===== src/rtl/core_pkg.sv =====
// Shared core definitions: register addressing and hazard-cause codes.
package core_pkg;

  localparam int REG_ADDR_W = 5;
  localparam int NUM_REGS   = 32;
  localparam logic [REG_ADDR_W-1:0] X0 = '0;

  typedef enum logic [1:0] {
    HZ_NONE,
    HZ_RAW,
    HZ_WAW,
    HZ_CAP
  } hz_cause_e;

endpackage


===== src/rtl/hazard_scoreboard_reg_bit.sv =====
// One pending flop; a set in the same cycle as a clear wins.
module sb_reg_bit (
  input  logic clk,
  input  logic rst_n,
  input  logic i_set,
  input  logic i_clr,
  output logic o_q
);

  logic r_q;

  always_ff @(posedge clk or negedge rst_n) begin
    if (!rst_n) begin
      r_q <= 1'b0;
    end else if (i_set) begin
      r_q <= 1'b1;
    end else if (i_clr) begin
      r_q <= 1'b0;
    end
  end

  assign o_q = r_q;

endmodule


===== src/rtl/hazard_scoreboard.sv =====
// Long-latency destination scoreboard: stalls ID on RAW/WAW/capacity
// hazards and retires entries from the write-back port.
module hazard_scoreboard
  import core_pkg::*;
#(
  parameter int NUM_REGS        = 32,
  parameter int MAX_OUTSTANDING = 4,
  parameter int CNT_W           = 3
) (
  input  logic                  clk,
  input  logic                  rst_n,
  input  logic                  id_valid,
  input  logic [REG_ADDR_W-1:0] id_rs1,
  input  logic [REG_ADDR_W-1:0] id_rs2,
  input  logic                  id_use_rs1,
  input  logic                  id_use_rs2,
  input  logic [REG_ADDR_W-1:0] id_rd,
  input  logic                  id_long,
  input  logic                  flush,
  input  logic                  wb_valid,
  input  logic [REG_ADDR_W-1:0] wb_rd,
  output logic                  stall,
  output logic                  issue_fire,
  output logic [NUM_REGS-1:0]   pending_mask,
  output logic [CNT_W-1:0]      outstanding,
  output logic                  full,
  output logic                  spurious_wb
);

  logic [NUM_REGS-1:0] w_pend;
  logic [NUM_REGS-1:0] w_wb_dec;
  logic [NUM_REGS-1:0] w_eff;
  logic                w_raw;
  logic                w_waw;
  logic                w_cap;
  logic                w_wb_pend;
  logic                w_clear;
  logic                w_set;
  logic                w_spur;
  logic [CNT_W-1:0]    w_cnt_nxt;

  logic [CNT_W-1:0]    r_cnt;
  logic                r_full;
  logic                r_spur;

  always_comb begin
    w_wb_dec = '0;
    if (wb_valid) begin
      w_wb_dec[wb_rd] = 1'b1;
    end
  end

  // A retiring register is forwarded, so it no longer blocks issue.
  assign w_eff = w_pend & ~w_wb_dec;

  assign w_raw = (id_use_rs1 & (id_rs1 != X0) & w_eff[id_rs1])
               | (id_use_rs2 & (id_rs2 != X0) & w_eff[id_rs2]);
  assign w_waw = (id_rd != X0) & w_eff[id_rd];

  assign w_wb_pend = wb_valid & w_pend[wb_rd];
  assign w_cap = id_long & (id_rd != X0) & r_full & ~w_wb_pend;

  assign stall      = id_valid & ~flush & (w_raw | w_waw | w_cap);
  assign issue_fire = id_valid & ~stall & ~flush;

  assign w_clear = w_wb_pend & (wb_rd != X0);
  assign w_set   = issue_fire & id_long & (id_rd != X0);
  assign w_spur  = wb_valid & ~w_clear;

  assign w_pend[0] = 1'b0;

  for (genvar g = 1; g < NUM_REGS; g++) begin : g_bit
    sb_reg_bit u_bit (
      .clk   (clk),
      .rst_n (rst_n),
      .i_set (w_set & (id_rd == REG_ADDR_W'(g))),
      .i_clr (w_clear & (wb_rd == REG_ADDR_W'(g))),
      .o_q   (w_pend[g])
    );
  end

  assign w_cnt_nxt = r_cnt - CNT_W'(w_clear) + CNT_W'(w_set);

  always_ff @(posedge clk or negedge rst_n) begin
    if (!rst_n) begin
      r_cnt  <= '0;
      r_full <= 1'b0;
      r_spur <= 1'b0;
    end else begin
      r_cnt  <= w_cnt_nxt;
      r_full <= (w_cnt_nxt == CNT_W'(MAX_OUTSTANDING));
      r_spur <= r_spur | w_spur;
    end
  end

  assign pending_mask = w_pend;
  assign outstanding  = r_cnt;
  assign full         = r_full;
  assign spurious_wb  = r_spur;

endmodule


===== config.mk =====
export PLATFORM = sky130hd
export DESIGN_NAME = hazard_scoreboard
export DESIGN_NICKNAME = d
export VERILOG_FILES = /design/src/rtl/core_pkg.sv /design/src/rtl/hazard_scoreboard_reg_bit.sv /design/src/rtl/hazard_scoreboard.sv
export SDC_FILE = /design/constraint.sdc
export NUM_CORES = 1
export LEC_CHECK = 0
export BUFFER_PORTS_ARGS = -buffer_cell sky130_fd_sc_hd__buf_4
export CORE_MARGIN = 8
export CORE_UTILIZATION = 50
export CTS_BUF_LIST = sky130_fd_sc_hd__clkbuf_4 sky130_fd_sc_hd__clkbuf_8 sky130_fd_sc_hd__clkbuf_16
export DETAILED_ROUTE_END_ITERATION = 8
export PLACE_DENSITY = 0.84
export SETUP_SLACK_MARGIN = 0.3
export SYNTH_ARGS = -nofsm -noshare
export SYNTH_HDL_FRONTEND = slang
export SYNTH_HIERARCHICAL = 1
export SYNTH_SLANG_ARGS = --single-unit

===== constraint.sdc =====
create_clock -name clk -period 3.3 [get_ports clk]
set_input_delay 0 -clock clk [delete_from_list [all_inputs] [get_ports clk]]
set_output_delay 0 -clock clk [all_outputs]
set_load 0.05 [all_outputs]

==> results.py <==
metrics = {
    "run_status": {
        "status": "finished, violations left",
        "violations": "negative setup slack",
    },
    "synth": {
        "syn_nets": 521,
        "ys_seq_elements": 36,
        "synth_top_family_by_area": "simple AND/OR/NAND/NOR gates",
        "synth.avg_cell_area_um2": 7.97,
        "ys_warn_count": 6,
        "synth_xor_area_frac": 0.0224,
        "synth_mux_area_frac": 0.134,
        "async_flop_share": 1.00,
        "synth_cell_types": 65,
        "synth_compound_area_frac": 0.231,
        "synth_common_cells": "inv_1 (47), nor2_1 (38), dfrtp_1 (36), nand2_1 (36), nor3_1 (34)",
        "seq_area_frac_synth": 0.231,
        "synth-simple-area-share": 0.273,
        "synthAdderAreaFrac": 0.0115,
        "synth_area_leaders": "dfrtp_1 (23%), a21o_1 (6.0%), mux4_2 (4.6%)",
        "synth-edff-count": 0,
        "synth.largest_area_cell": "dfrtp_1",
        "synth_ff_type": "dfrtp_1",
        "synth_top_area_share": 0.231,
        "netlist_area_mm2": 0.00390,
        "synth_cells": 490,
        "yosysMostFrequentCell": "inv_1",
    },
    "setup_path": {
        "arrival_ps": 3590,
        "cp-start-kind": "flip-flop",
        "worstSetupPathType": "reg -> reg",
        "end_kind": "flip-flop",
        "cp.required_ps": 3520,
        "cp_max_fo": 2,
    },
    "sta": {
        "setup_viol": 1,
        "worst_pin_slew_ps": 900,
        "fmax_mhz": 297,
        "hold_viol": 0,
        "skew_ps": 11.5,
        "min_period_over_period": 1.02,
        "final.min_clock_period_ps": 3370,
        "slew_headroom": 0.395,
        "finalMaxSlewViolations": 0,
        "setup_ws_ps": -72.7,
        "grt_setup_unrepaired": "true",
    },
    "clock_tree": {
        "cts_sinks": 36,
        "h-tree-depth": 2,
        "clockRootBuffer": "clkbuf_8",
        "cts_tree": "built",
        "ctsLongestPathBuffers": 2,
        "cts_buffers": 5,
        "clkTransAtPathRegs_ps": 80,
        "clock_latency_ps": 290,
    },
    "layout": {
        "fin_nets": 634,
        "fin_cells": 706,
        "design_area_mm2": 0.00513,
        "diodes": 0,
        "fin_util": 0.671,
        "drive_gt1_frac": 0.371,
        "area_growth_pct": 31.4,
    },
    "grt": {
        "grt_pass1_vias": 4518,
        "antenna_found_initial": 0,
        "grtUsageTotal": 0.274,
        "overflow": 0,
        "grt_start_max_net_pins": 37,
        "grt_pass1_wl_um": 24300,
    },
    "pwr": {
        "power_leakage_nw": 2.30,
        "pwr_density_cell_mw_per_mm2": 384,
        "vdd_drop_max_v": 0.000506,
    },
    "placed_design": {
        "port_buffers": 65,
        "placed_cell_area_mm2": 0.00496,
        "post-place-cells": 693,
        "routabilityCongestion": 0.967,
        "hpwl_um": 11900,
        "dpl_worst_slack_ps": -171,
    },
    "floorplan": {
        "core_area_mm2": 0.00765,
        "fp.dieH_um": 104,
        "ios": 67,
        "die_w_um": 104,
        "initial_core_util": 0.510,
        "fp.dieArea_mm2": 0.0109,
        "rows": 32,
    },
    "drt": {
        "drt-total-wl_um": 15300,
        "viasPerCell": 6.50,
        "remaining_drc_errors": 0,
        "dr.pass1.iters": 5,
        "post_drt_wl_per_cell_um": 21.7,
        "drtAntennaViolNets": 0,
        "drtIter0Drc": 670,
        "vias": 4592,
    },
    "job": {
        "drv_cap": 0,
    },
    "min_path": {
        "hold_class": "in -> async",
    },
}
[per-stage QoR]
stage	setup TNS (ps)	power (mW)	hold slack, ps
2_1_floorplan	-115	1.19	-296
3_3_place_gp	-10.8	1.55	-23.8
3_5_place_dp	-171	1.57	-15.7
4_1_cts	-77.1	1.92	200
5_1_grt	-276	2.04	230
6_report	-72.7	1.97	199
[report_power, final]
part / switching (mW) / internal, mW
clock: 0.173 / 0.169
sequential: 0.0588 / 0.510
combinational: 0.640 / 0.417
total: 0.873 / 1.10
[final timing paths]
path                                startpoint                   to  slack, ps  cells past startpoint
max                        g_bit[31].u_bit/o_q                 full        -70                     15
min                                      rst_n   g_bit[5].u_bit/o_q        200                      2
max reg2reg                g_bit[31].u_bit/o_q                 full        -70                     15
min reg2reg                     outstanding[2]       outstanding[2]        510                      1
max in group asynchronous                rst_n  g_bit[22].u_bit/o_q       2740                      2
min in group clk                      wb_valid          spurious_wb        210                      4
[worst max-delay path, stage by stage, from the launching register on]
cell	delay (ps)
dfrtp_2	410
mux4_2	480
mux4_2	530
nor2_4	130
a311oi_4	50
a211oi_2	210
nor4_2	70
nand3_1	110
ha_1	240
inv_2	70
ha_4	120
inv_2	30
fa_2	340
xnor2_2	170
xnor2_1	140
nor3b_2	180
[cell usage in the layout, fill, tap and decap left out, drive strengths merged, types with 6 or more instances in the layout]
| master | netlist | layout |
|---|---|---|
| mux2 | 11 | 11 |
| and2 | 10 | 10 |
| inv | 47 | 47 |
| o311ai | 11 | 11 |
| dfrtp | 36 | 36 |
| nor4 | 12 | 12 |
| nand2 | 36 | 36 |
| buf | 18 | 146 |
| nand3 | 12 | 12 |
| nor4b | 7 | 7 |
| clkbuf | 23 | 6 |
| a21o | 31 | 31 |
| a21oi | 9 | 9 |
| o211ai | 16 | 16 |
| mux2i | 14 | 14 |
| nor3 | 34 | 34 |
| nand2b | 6 | 6 |
| mux4 | 11 | 11 |
| nor2b | 11 | 11 |
| o21ai | 18 | 18 |
| nor2 | 38 | 38 |
[sequential cells by signal, summed over array words and instances, names as in the netlist]
signal           cells
full                 1
outstanding          3
g_bit.u_bit/o_q     31
spurious_wb          1
[metal layers]
layer	global-route usage	part of all wire
met1	0.347	0.38
met4	0.126	0.046
met5	0	0
met3	0.0545	0.12
met2	0.436	0.45
[cell families after synthesis]
group	after synthesis
adders and majority gates	3
other	1
muxes	36
AOI/OAI and AO/OA	122
buffers and inverters	88
xor gates and xnor gates	10
DFF	36
and+or+nand+nor	194
[what timing repair did]
item                                    4_1_cts  5_1_grt
hold buffers                                  1        0
hold endpoints to repair                     36        0
resized for setup                             3        8
gates cloned                                  0        0
setup buffers                                 1        3
pin swaps                                     3        1
endpoints found under the setup margin        3        4
[final cells by class]
class,count,area [um^2]
clock buffer,6,82.6
clock inverter,2,15.0
fill,624,2520
inverter,47,176
multi-input combinational,366,2690
sequential,36,931
tap,102,128
timing repair buffer,147,1110
(Power assumes the default switching activity.)
